==> config.mk <==
export PLATFORM = sky130hd
export DESIGN_NAME = datapath_sequencer
export DESIGN_NICKNAME = d
export VERILOG_FILES = /design/src/rtl/datapath_pkg.sv /design/src/rtl/seq_prog_buf.sv /design/src/rtl/datapath_sequencer.sv
export SDC_FILE = /design/constraint.sdc
export NUM_CORES = 1
export LEC_CHECK = 0
export ABC_AREA = 0
export CORE_UTILIZATION = 55
export DETAILED_ROUTE_END_ITERATION = 8
export PLACE_DENSITY = 0.78
export RECOVER_POWER = 25
export SYNTH_ARGS = -nofsm -noshare
export SYNTH_HDL_FRONTEND = slang
export SYNTH_HIERARCHICAL = 1
export SYNTH_SLANG_ARGS = --single-unit
==> constraint.sdc <==
create_clock -name i_CLK -period 3.7 [get_ports i_CLK]
set_input_delay 0.74 -clock i_CLK [delete_from_list [all_inputs] [get_ports i_CLK]]
set_output_delay 0.74 -clock i_CLK [all_outputs]
set_load 0.01 [all_outputs]
==> src/rtl/datapath_pkg.sv <==
// Shared definitions for the datapath micro-sequencer: FSM states and
// the layout of the 33-bit instruction word that drives datapath1.
package datapath_pkg;

  localparam int INSTR_W    = 33;
  localparam int ALUSRC_BIT = 32;
  localparam int ADDSUB_BIT = 31;
  localparam int RA0_HI     = 30;
  localparam int RA0_LO     = 26;
  localparam int RA1_HI     = 25;
  localparam int RA1_LO     = 21;
  localparam int WA_HI      = 20;
  localparam int WA_LO      = 16;
  localparam int IM_HI      = 15;
  localparam int IM_LO      = 0;

  typedef enum logic [1:0] {
    ST_IDLE  = 2'd0,
    ST_RUN   = 2'd1,
    ST_PAUSE = 2'd2,
    ST_DONE  = 2'd3
  } seq_state_e;

  // Word presented whenever no instruction is issuing: a harmless write to a scratch register.
  function automatic logic [INSTR_W-1:0] idle_word(input logic [4:0] wa);
    return {1'b0, 1'b0, 5'd0, 5'd0, wa, 16'd0};
  endfunction

endpackage

==> src/rtl/seq_prog_buf.sv <==
// Program buffer: DEPTH x 33 register file, synchronous write,
// combinational read, synchronous clear.
module seq_prog_buf
  import datapath_pkg::*;
#(
  parameter int DEPTH = 8,
  localparam int AW = $clog2(DEPTH)
) (
  input  logic               i_CLK,
  input  logic               i_clr,
  input  logic               i_we,
  input  logic [AW-1:0]      i_waddr,
  input  logic [INSTR_W-1:0] i_wdata,
  input  logic [AW-1:0]      i_raddr,
  output logic [INSTR_W-1:0] o_rdata
);

  logic [INSTR_W-1:0] mem_q [DEPTH];
  logic [INSTR_W-1:0] mem_d [DEPTH];

  always_comb begin
    mem_d = mem_q;
    if (i_we) mem_d[i_waddr] = i_wdata;
  end

  always_ff @(posedge i_CLK) begin
    if (i_clr) begin
      for (int i = 0; i < DEPTH; i++) mem_q[i] <= '0;
    end else begin
      mem_q <= mem_d;
    end
  end

  assign o_rdata = mem_q[i_raddr];

endmodule

==> src/rtl/datapath_sequencer.sv <==
// Micro-sequencer replaying a small program buffer onto the datapath1
// control inputs, one word per cycle or one per i_Go in step mode.
module datapath_sequencer
  import datapath_pkg::*;
#(
  parameter int         DEPTH   = 8,
  parameter logic [4:0] IDLE_WA = 5'd0,
  localparam int AW = $clog2(DEPTH)
) (
  input  logic               i_CLK,
  input  logic               i_RST,
  input  logic               i_LoadEn,
  input  logic [AW-1:0]      i_LoadAddr,
  input  logic [INSTR_W-1:0] i_LoadData,
  input  logic               i_Start,
  input  logic [AW:0]        i_Len,
  input  logic               i_Step,
  input  logic               i_Go,
  input  logic               i_HaltOnOvf,
  input  logic               i_Abort,
  input  logic [31:0]        i_ALUout,
  input  logic               i_Cout,
  input  logic               i_Overflow,
  output logic               o_ALUSrc,
  output logic               o_AddSub,
  output logic [4:0]         o_RA0,
  output logic [4:0]         o_RA1,
  output logic [4:0]         o_WA,
  output logic [15:0]        o_Im,
  output logic               o_Busy,
  output logic               o_Done,
  output logic               o_Fault,
  output logic [AW-1:0]      o_PC,
  output logic [31:0]        o_Result,
  output logic               o_Cout,
  output logic               o_OvfSticky
);

  seq_state_e         state_q, state_d;
  logic [AW-1:0]      pc_q, pc_d;
  logic [AW:0]        len_q, len_d;
  logic               step_q, step_d;
  logic               halt_q, halt_d;
  logic [31:0]        result_q, result_d;
  logic               cout_q, cout_d;
  logic               ovf_q, ovf_d;
  logic               fault_q, fault_d;

  logic [AW:0]        len_clip;
  logic               last_instr;
  logic [INSTR_W-1:0] rd_word;
  logic [INSTR_W-1:0] ctrl;

  seq_prog_buf #(.DEPTH(DEPTH)) u_buf (
    .i_CLK   (i_CLK),
    .i_clr   (i_RST),
    .i_we    (i_LoadEn && (state_q == ST_IDLE)),
    .i_waddr (i_LoadAddr),
    .i_wdata (i_LoadData),
    .i_raddr (pc_q),
    .o_rdata (rd_word)
  );

  assign len_clip   = (i_Len > (AW+1)'(DEPTH)) ? (AW+1)'(DEPTH) : i_Len;
  assign last_instr = ({1'b0, pc_q} == (len_q - 1'b1));

  always_comb begin
    state_d  = state_q;
    pc_d     = pc_q;
    len_d    = len_q;
    step_d   = step_q;
    halt_d   = halt_q;
    result_d = result_q;
    cout_d   = cout_q;
    ovf_d    = ovf_q;
    fault_d  = fault_q;
    unique case (state_q)
      ST_IDLE: begin
        if (i_Start) begin
          if (len_clip == '0) begin
            state_d = ST_DONE;
          end else begin
            state_d = ST_RUN;
            pc_d    = '0;
            len_d   = len_clip;
            step_d  = i_Step;
            halt_d  = i_HaltOnOvf;
            ovf_d   = 1'b0;
            fault_d = 1'b0;
          end
        end
      end
      ST_RUN: begin
        result_d = i_ALUout;
        cout_d   = i_Cout;
        ovf_d    = ovf_q | i_Overflow;
        if (halt_q && i_Overflow) begin
          state_d = ST_DONE;
          fault_d = 1'b1;
        end else if (last_instr) begin
          state_d = ST_DONE;
        end else begin
          pc_d    = pc_q + 1'b1;
          state_d = step_q ? ST_PAUSE : ST_RUN;
        end
      end
      ST_PAUSE: if (i_Go) state_d = ST_RUN;
      ST_DONE:  state_d = ST_IDLE;
      default:  state_d = ST_IDLE;
    endcase
    // Abort wins, but the RUN-cycle capture above still lands; a halt fault is not reported.
    if (i_Abort && (state_q != ST_IDLE)) begin
      state_d = ST_IDLE;
      fault_d = fault_q;
    end
    if (state_d == ST_IDLE) pc_d = '0;
  end

  always_ff @(posedge i_CLK) begin
    if (i_RST) begin
      state_q  <= ST_IDLE;
      pc_q     <= '0;
      len_q    <= '0;
      step_q   <= 1'b0;
      halt_q   <= 1'b0;
      result_q <= '0;
      cout_q   <= 1'b0;
      ovf_q    <= 1'b0;
      fault_q  <= 1'b0;
    end else begin
      state_q  <= state_d;
      pc_q     <= pc_d;
      len_q    <= len_d;
      step_q   <= step_d;
      halt_q   <= halt_d;
      result_q <= result_d;
      cout_q   <= cout_d;
      ovf_q    <= ovf_d;
      fault_q  <= fault_d;
    end
  end

  assign ctrl = (state_q == ST_RUN) ? rd_word : idle_word(IDLE_WA);

  assign o_ALUSrc    = ctrl[ALUSRC_BIT];
  assign o_AddSub    = ctrl[ADDSUB_BIT];
  assign o_RA0       = ctrl[RA0_HI:RA0_LO];
  assign o_RA1       = ctrl[RA1_HI:RA1_LO];
  assign o_WA        = ctrl[WA_HI:WA_LO];
  assign o_Im        = ctrl[IM_HI:IM_LO];
  assign o_Busy      = (state_q == ST_RUN) || (state_q == ST_PAUSE);
  assign o_Done      = (state_q == ST_DONE);
  assign o_Fault     = fault_q;
  assign o_PC        = pc_q;
  assign o_Result    = result_q;
  assign o_Cout      = cout_q;
  assign o_OvfSticky = ovf_q;

endmodule
; Yosys cells after proc, flatten, opt, wreduce, memory -nomap -nowiden
; Index checks and enable logic that the tools add are counted.
[word_totals]
ff_bits = 310
in_bits = 82
[classes]
n_addsub = 2
magnitude_cmp = 4
eq_ne = 9
muxes = 26
bitwise_logic = 5
n_reduce_logical = 15
[ops]
columns = operator, n
row1 = $bwmux W264, 1
row2 = $mux W33, 4
row3 = $bmux W33 S3, 1
row4 = $demux W33 S3, 1
row5 = $mux W2, 7
row6 = $mux W3, 4
row7 = $ne A2 B2 Y1 const B, 5
row8 = $reduce_and A5 Y1, 2
row9 = $ge A4 B4 Y1 const B, 2
row10 = $not A3 Y4, 2
row11 = $pmux W2 S4, 1
row12 = $pmux W3 S2, 1
row13 = $reduce_and A3 Y1, 2
row14 = $eq A2 B2 Y1 const B, 2
row15 = $eq A3 B4 Y1, 1
row16 = $gt A4 B4 Y1 const B, 1
row17 = $logic_and A1 B1 Y1, 4
row18 = $logic_not A2 Y1, 2
row19 = $logic_not A4 Y1, 1
row20 = $lt A4 B1 Y1 const B, 1
row21 = $mux W4, 1
row22 = $pmux W1 S2, 2
row23 = $reduce_bool A2 Y1, 2
row24 = $sub A4 B1 Y4 const B, 1
row25 = 7 further kinds, 10

; Logic depth before layout (Yosys ltp)
; Gate-level depths: netlist of run 1.
[logic_depth]
ltp_word = 9
ltp_mapped = 9

; Hierarchy
; The synthesis of run 1 kept the hierarchy.
[by_module_without_submodules]
columns = module, instances, cells_each, area_each_um2, seq_area_each_um2
row1 = seq_prog_buf, 1, 1314, 11295.8, 5285.1
row2 = datapath_sequencer, 1, 242, 2242.2, 920.9

; Least setup slack after synthesis of run 1
; No wires, ideal clock.
[synth_path]
path_kind = register to output
start = reg pc_q[0], in the netlist o_PC[0]
end = out o_AddSub
arrival_time_ns = 1.841
t_required_ns = 2.960
slack_ns = 1.119
stages_incl_launch_ff = 6
cell_sequence = dfxtp_1 -> buf_6 -> buf_6 -> mux4_2 -> mux2_2 -> and2_1
[synth_between]
elab_chain_cells = 5
[synth_lines]
columns = item, line
row1 = start: declaration, datapath_sequencer.sv:40  ; logic [AW-1:0] pc_q, pc_d;
row2 = start signal: assignment, datapath_sequencer.sv:132  ; pc_q <= pc_d;
row3 = $not A3 Y4 (not written as such), seq_prog_buf.sv:34  ; assign o_rdata = mem_q[i_raddr];
row4 = $bmux W33 S3, seq_prog_buf.sv:34
row5 = $mux W33 (not written as such) (2 in a row), seq_prog_buf.sv:34
row6 = named net rd_word[31], datapath_sequencer.sv:51  ; logic [INSTR_W-1:0] rd_word;
row7 = $mux W33, datapath_sequencer.sv:143  ; assign ctrl = (state_q == ST_RUN) ? rd_word : idle_word(IDLE_WA);
row8 = end: declaration, datapath_sequencer.sv:25  ; output logic o_AddSub,
; The timed path passes the listed nets, and every way through them passes these cells. The select of a mux whose other input is x is not followed.

; Worst setup path after layout of run 1
[layout_path]
start = reg pc_q[2], in the netlist o_PC[2]
end = out o_RA1[1]
[layout_between]
elab_chain_cells = 5
[layout_lines]
columns = item, line
row1 = $not A3 Y4 (not written as such), seq_prog_buf.sv:34
row2 = $bmux W33 S3, seq_prog_buf.sv:34
row3 = $mux W33 (not written as such) (2 in a row), seq_prog_buf.sv:34
row4 = named net rd_word[22], datapath_sequencer.sv:51
row5 = $mux W33, datapath_sequencer.sv:143
row6 = end: declaration, datapath_sequencer.sv:27  ; output logic [4:0] o_RA1,
; The timed path passes the listed nets, and every way through them passes these cells. The select of a mux whose other input is x is not followed.

==> impl_metrics.json, run 1 <==
{
  "ir_drop_mv": 0.389,
  "h_tree_depth_reported_by_cts": 1,
  "synth.yosys.warnings": 6,
  "clk_pin_slew_worst_paths_ns": 0.07,
  "cts_hold_repair.buffers": 0,
  "synthesis.nets": 1644,
  "critPathRequiredTime_ns": 2.96,
  "detail_placement_hpwl_mm": 20.2,
  "drive_gt1_share_pct": 11.8,
  "cts_buffers": 31,
  "result_of_the_run": "finished clean",
  "initialDrtViolationCount": 1167,
  "startpoint_type": "register",
  "dr_total_vias": 11300,
  "yosysUniqueCellTypes": 53,
  "critical_path_peak_fanout": 52,
  "post_drt_via_cell_ratio": 5.76,
  "netlist_area_pre_place_um2": 13500,
  "die-width_um": 159,
  "ys_dominant_reg_cell": "sky130_fd_sc_hd__dfxtp_1",
  "overflow": 0,
  "row_count": 57,
  "max_slew.worst_pin.slew_ns": 1.29,
  "drv_slew": 0,
  "min_period_ns": 3.55,
  "place_congestion": 0.770,
  "flow.area_growth_from_synthesis_pct": 18.8,
  "final-hold-violation-count": 0,
  "critPathArrivalTime_ns": 2.81,
  "powerDensity_nw_per_um2": 501,
  "grt_first_pass_wirelength_mm": 58.6,
  "hold_class": "reg2reg",
  "syn_avg_cell_area_um2": 8.70,
  "track_usage_pct": 28.9,
  "core-area_um2": 24200,
  "antennaDiodeCount": 0,
  "synth_largest_type_area_fraction_pct": 45.8,
  "max-slew-margin-rel_pct": 14.2,
  "timing.setup.critical_path_class": "reg2out",
  "synth.area.top_cells": "sky130_fd_sc_hd__dfxtp_1, sky130_fd_sc_hd__nand2_1, sky130_fd_sc_hd__mux4_2, sky130_fd_sc_hd__a21oi_1, sky130_fd_sc_hd__buf_2",
  "post_synth_inst_count": 1556,
  "worst_hold_slack_ns": 0.451,
  "route.final.wire_length_mm": 36.7,
  "die_h_um": 159,
  "route.antenna.remaining_nets": 0,
  "drc": 0,
  "cts-root-buf": "sky130_fd_sc_hd__clkbuf_16",
  "async_reset_ff_share_pct": 0,
  "setup_viol_count_final": 0,
  "initial_core_util_pct": 55.8,
  "top_level_ports": 155,
  "maximum_frequency_from_static_timing_analysis_mhz": 282,
  "power.static_leakage_nw": 5.49,
  "finish.utilization_pct": 66.3,
  "totalNegativeSetupSlack_ns": 0,
  "worst_slack_ns": 0.149,
  "grt_start_max_net_pins": 197,
  "rsz0062_at_grt": "no",
  "via_count_of_the_first_global_routing_pass": 11000,
  "synth-edff-count": 0,
  "worst_skew_pair.late_latency_ns": 0.56,
  "cts_tree": "done",
  "clock_path_buffers": 3,
  "post_cts.resized_instances": 0,
  "cts_num_sinks": 310,
  "port-buffer-count": 154,
  "drt_first_pass_iters": 5,
  "max-cap-violations": 0,
  "synth_seq_cells": 310,
  "synth.yosys.seq_area_share_pct": 45.8,
  "endpoint_kind": "primary output",
  "pre_cts_ws_ns": 0.596,
  "finish.net_count": 1700,
  "synth_area_leader_cell": "sky130_fd_sc_hd__dfxtp_1",
  "die_area_um2": 25200,
  "fin_area_um2": 16100,
  "area_of_placed_instances_um2": 15000,
  "initial_antenna_violation_count": 0,
  "post_drt_wl_per_cell_um": 18.7,
  "final_min_period_over_clock_period_pct": 96.0,
  "fin_worst_skew_ns": 0.0175
}
-- placed cells by master (no fill, tap or decap), types with 4 or more instances in the layout --
cell type / netlist / final
sky130_fd_sc_hd__dlygate4sd3_1: 0 / 36
sky130_fd_sc_hd__inv_1: 5 / 5
sky130_fd_sc_hd__a21oi_1: 272 / 272
sky130_fd_sc_hd__clkbuf_16: 0 / 32
sky130_fd_sc_hd__buf_4: 1 / 16
sky130_fd_sc_hd__and4bb_1: 4 / 4
sky130_fd_sc_hd__clkdlybuf4s50_1: 0 / 117
sky130_fd_sc_hd__clkbuf_8: 1 / 6
sky130_fd_sc_hd__nor2_1: 42 / 42
sky130_fd_sc_hd__clkinvlp_4: 0 / 5
sky130_fd_sc_hd__nand2_1: 536 / 537
sky130_fd_sc_hd__mux2i_1: 35 / 35
sky130_fd_sc_hd__clkinv_2: 0 / 4
sky130_fd_sc_hd__ha_1: 6 / 5
sky130_fd_sc_hd__buf_12: 0 / 6
sky130_fd_sc_hd__mux2_2: 33 / 33
sky130_fd_sc_hd__and2_1: 34 / 33
sky130_fd_sc_hd__clkbuf_1: 60 / 5
sky130_fd_sc_hd__dfxtp_1: 310 / 307
sky130_fd_sc_hd__clkbuf_2: 0 / 4
sky130_fd_sc_hd__mux4_2: 66 / 66
-- where the power goes --
group          leakage (nW)  internal (mW)  total (mW)  switching, mW
Combinational          2.47          0.549        1.25          0.698
Clock                 0.504           1.89        3.22           1.33
Sequential             2.51           3.50        3.59         0.0903
Total                  5.49           5.94        8.05           2.12
-- area by class of cell --
class,instances,area (µm²)
Sequential cell,310,6210
Clock inverter,14,165
Multi-Input combinational cell,1084,6590
Timing Repair Buffer,180,1810
Tap cell,324,405
Inverter,5,18.8
Fill cell,1921,8160
Clock buffer,42,888
-- cell families (layout without fill, tap and decap cells) --
| family | Yosys count | after routing | synth area share (%) |
|---|---|---|---|
| fa+ha+maj | 6 | 6 | 0.555 |
| simple gates | 648 | 648 | 20.0 |
| compound gates | 292 | 292 | 11.4 |
| xor+xnor | 3 | 3 | 0.194 |
| mux | 135 | 135 | 16.4 |
| flops | 310 | 310 | 45.8 |
| buf+inv | 162 | 241 | 5.62 |
-- path summary, 6_finish.rpt --
check	from	end	slack, ns	depth (start not counted)
worst max-delay path	o_PC[2]$_SDFFE_PP0P_	o_RA1[1]	0.15	5
worst min-delay path	u_buf/mem_q[115]$_SDFFE_PP0P_	u_buf/mem_q[115]$_SDFFE_PP0P_	0.45	2
worst max register to register	state_q[1]$_SDFF_PP0_	o_PC[2]$_SDFFE_PP0P_	0.63	6
worst min register to register	u_buf/mem_q[115]$_SDFFE_PP0P_	u_buf/mem_q[115]$_SDFFE_PP0P_	0.45	2
-- critical path, stage by stage (launching register included) --
cell                              delay (ns)
sky130_fd_sc_hd__dfxtp_4                0.56
sky130_fd_sc_hd__buf_12                 0.34
sky130_fd_sc_hd__mux4_2                 0.36
sky130_fd_sc_hd__mux2_2                 0.28
sky130_fd_sc_hd__and2_1                 0.18
sky130_fd_sc_hd__clkdlybuf4s50_1        0.50
-- metal layers --
metal | wire [µm] | track usage (%)
met1 | 14800 | 37.8
met2 | 17800 | 48.7
met3 | 3220 | 4.89
met4 | 847 | 9.27
met5 | 0 | 0
-- what timing repair did --
item / CTS / global route
hold endpoints to repair: 0 / 0
setup buffers: 2 / 0
endpoints found under the setup margin: 2 / 0
-- registers in the layout (all words and copies together), names as in the netlist --
name,flops
halt_q,1
len_q,4
o_Cout,1
o_Fault,1
o_OvfSticky,1
o_PC,3
o_Result,32
state_q,2
step_q,1
u_buf/mem_q,264
-- cells in the mapped netlist (4+ instances only) --
master                      number
sky130_fd_sc_hd__clkbuf_1       60
sky130_fd_sc_hd__mux2i_1        35
sky130_fd_sc_hd__a21oi_1       272
sky130_fd_sc_hd__buf_6           5
sky130_fd_sc_hd__nor2_1         42
sky130_fd_sc_hd__and4bb_1        4
sky130_fd_sc_hd__ha_1            6
sky130_fd_sc_hd__mux4_2         66
sky130_fd_sc_hd__and2_1         34
sky130_fd_sc_hd__nand2_1       536
sky130_fd_sc_hd__buf_1           9
sky130_fd_sc_hd__mux2_2         33
sky130_fd_sc_hd__inv_1           5
sky130_fd_sc_hd__buf_2          81
sky130_fd_sc_hd__nand4bb_1       4
sky130_fd_sc_hd__dfxtp_1       310
-- through the flow --
stage | std cells | power, mW
finish | 1959 | 8.05
global route | 1959 | 8.35
CTS | 1959 | 8.11
detailed placement | 1901 | 4.91
global placement | 1901 | 4.88
floorplan | 1556 | 4.47
Note: power is estimated with default switching activity, not from simulation.
==> inputs of run 2 (changes only) <==
--- a/config.mk
+++ b/config.mk
@@ -8,8 +8,9 @@
 export ABC_AREA = 0
 export CORE_UTILIZATION = 55
 export DETAILED_ROUTE_END_ITERATION = 8
-export PLACE_DENSITY = 0.78
+export PLACE_DENSITY = 0.75
 export RECOVER_POWER = 25
+export SLEW_MARGIN = 15
 export SYNTH_ARGS = -nofsm -noshare
 export SYNTH_HDL_FRONTEND = slang
 export SYNTH_HIERARCHICAL = 1
==> constraint.sdc (replaced) <==
create_clock -name i_CLK -period 4.59 [get_ports i_CLK]
set_input_delay 0.918 -clock i_CLK [delete_from_list [all_inputs] [get_ports i_CLK]]
set_output_delay 0.918 -clock i_CLK [all_outputs]
set_load 0.01 [all_outputs]
==> run 2 against run 1 <==
The flow now finishes with violations (capacitance limit, slew limit). Critical path depth grew 1. Worst hold slack gained 0.0015 ns. Via count grew 0.32%. Sequential power fell by 19%. First-iteration DRC count fell by 14%. Final area increased by 0.18%.
==> impl_metrics.json, run 2 (synthesis gave the netlist of run 1 again) <==
{
  "result_of_the_run": "finished, violations left",
  "failed_checks": "capacitance limit, slew limit",
  "die_area_um2": 25200,
  "dpl.cell_count": 1905,
  "final-hold-violation-count": 0,
  "overflow": 0,
  "endpoint_kind": "register",
  "ff_latch_area_um2": 6210,
  "finish.net_count": 1705,
  "initial_core_util_pct": 55.8,
  "flow.area_growth_from_synthesis_pct": 19.0,
  "cts_tree": "done",
  "max-slew-margin-rel_pct": -59.5,
  "critPathSlowestCell": "sky130_fd_sc_hd__clkbuf_1",
  "layout.cells.most_common_list": "sky130_fd_sc_hd__nand2_1, sky130_fd_sc_hd__dfxtp_1, sky130_fd_sc_hd__a21oi_1, sky130_fd_sc_hd__clkdlybuf4s50_1, sky130_fd_sc_hd__mux4_2",
  "detail_placement_hpwl_mm": 20.5,
  "layoutNonFillerInstCount": 1965,
  "route.antenna.remaining_nets": 0,
  "post_drt_via_cell_ratio": 5.77,
  "grt_first_pass_wirelength_mm": 59.0,
  "h_tree_depth_reported_by_cts": 2,
  "drt_first_pass_iters": 5,
  "drv_slew": 69,
  "hold_class": "reg2reg",
  "worst_hold_slack_ns": 0.453,
  "nFillCells": 1959,
  "final_min_period_over_clock_period_pct": 87.6,
  "clock_path_buffers": 3,
  "fin_worst_skew_ns": 0.0222,
  "ir_drop_mv": 0.329,
  "maximum_frequency_from_static_timing_analysis_mhz": 249,
  "setup_viol_count_final": 0,
  "power.static_leakage_nw": 5.54,
  "antennaDiodeCount": 0,
  "critical_path_peak_fanout": 33,
  "rsz0062_at_grt": "no",
  "post_drt_wl_per_cell_um": 18.9,
  "max_slew.worst_pin.slew_ns": 2.39,
  "totalNegativeSetupSlack_ns": 0,
  "min_period_ns": 4.02,
  "max-cap-violations": 2,
  "place_congestion": 0.792,
  "cp_top_family": "buffers and inverters",
  "cts_buffers": 34,
  "port-buffer-count": 154,
  "via_count_of_the_first_global_routing_pass": 10800,
  "timing.critical_path.cells": "dlygate4sd3_1 -> and2_0 -> and4b_1 -> clkbuf_1 -> nand2_1 -> a21oi_1",
  "cts_num_sinks": 310,
  "layout.cells.most_common": "sky130_fd_sc_hd__nand2_1",
  "timing.setup.critical_path_class": "in2reg",
  "row_count": 57,
  "worst_path_buffer_plus_inverter_count": 2,
  "critPathRequiredTime_ns": 5.02,
  "cts.repair_timing.setup_buffer_count": 0,
  "post_cts.resized_instances": 0,
  "route.final.wire_length_mm": 37.1,
  "initial_antenna_violation_count": 0,
  "die-width_um": 159,
  "total_area_of_multi_input_combinational_cells_um2": 6560,
  "worst_skew_pair.late_latency_ns": 0.51,
  "grt_start_max_net_pins": 130,
  "powerDensity_nw_per_um2": 415,
  "finish.utilization_pct": 66.5,
  "track_usage_pct": 29.4,
  "initialDrtViolationCount": 1008,
  "critPathArrivalTime_ns": 4.45,
  "cts-root-buf": "sky130_fd_sc_hd__clkbuf_16",
  "critical_path.max_stage_delay_ns": 1.63,
  "die_h_um": 159,
  "core-area_um2": 24200,
  "drc": 0,
  "startpoint_type": "input port",
  "drive_gt1_share_pct": 12.0,
  "number_of_flip_flops_under_the_largest_register_name": 264,
  "cts_hold_repair.buffers": 0,
  "dr_total_vias": 11300,
  "regMostFlops": "u_buf/mem_q",
  "clk_pin_slew_worst_paths_ns": 0.06,
  "top_level_ports": 155
}
## run 2: where the power goes
part | internal (mW) | total [mW] | leakage [nW] | switching, mW
combinational | 0.435 | 0.992 | 2.45 | 0.557
sequential | 2.82 | 2.89 | 2.51 | 0.0709
clock | 1.72 | 2.81 | 0.572 | 1.09
total | 4.97 | 6.69 | 5.54 | 1.72
## run 2: per-layer routing
| metal | part of all wire (%) | vias to the layer above | global-route usage [%] |
|---|---|---|---|
| met2 | 49 | 492 | 49.4 |
| li1 | - | 5322 | - |
| met5 | 0 | - | 0 |
| met4 | 2.5 | 0 | 9.79 |
| met1 | 41 | 5438 | 39.0 |
| met3 | 7.4 | 77 | 4.15 |
## run 2: final timing paths
kind,slack (ns),cells after the start,from,end
worst min-delay path,0.45,2,u_buf/mem_q[70]$_SDFFE_PP0P_,u_buf/mem_q[70]$_SDFFE_PP0P_
worst max-delay path,0.57,6,i_LoadEn,u_buf/mem_q[77]$_SDFFE_PP0P_
worst max register to register,0.74,7,state_q[0]$_SDFF_PP0_,u_buf/mem_q[77]$_SDFFE_PP0P_
worst min register to register,0.45,2,u_buf/mem_q[70]$_SDFFE_PP0P_,u_buf/mem_q[70]$_SDFFE_PP0P_
## run 2: cell type report
class                           count  area share (%)
Clock buffer                       45            6.04
Clock inverter                     15            1.14
Inverter                            5           0.116
Multi-Input combinational cell   1084            40.7
Sequential cell                   310            38.6
Tap cell                          324            2.52
Timing Repair Buffer              182            10.9
## run 2: worst reg2reg max path, delay by kind of cell, from the launching register on
kind | cells | cell delay [ns]
fa+ha+maj | 1 | 0.30
simple gates | 3 | 1.19
compound gates | 1 | 0.23
flops | 1 | 0.35
buf+inv | 2 | 1.73
## run 2: stage by stage
stage | total power, mW | area [µm²] | worst slack, ns
floorplan | 3.60 | 13500 | 1.83
global route | 6.94 | 16100 | 0.445
finish | 6.69 | 16100 | 0.569
global placement | 3.94 | 15000 | 1.21
CTS | 6.76 | 16200 | 0.651
detailed placement | 3.96 | 15000 | 1.19
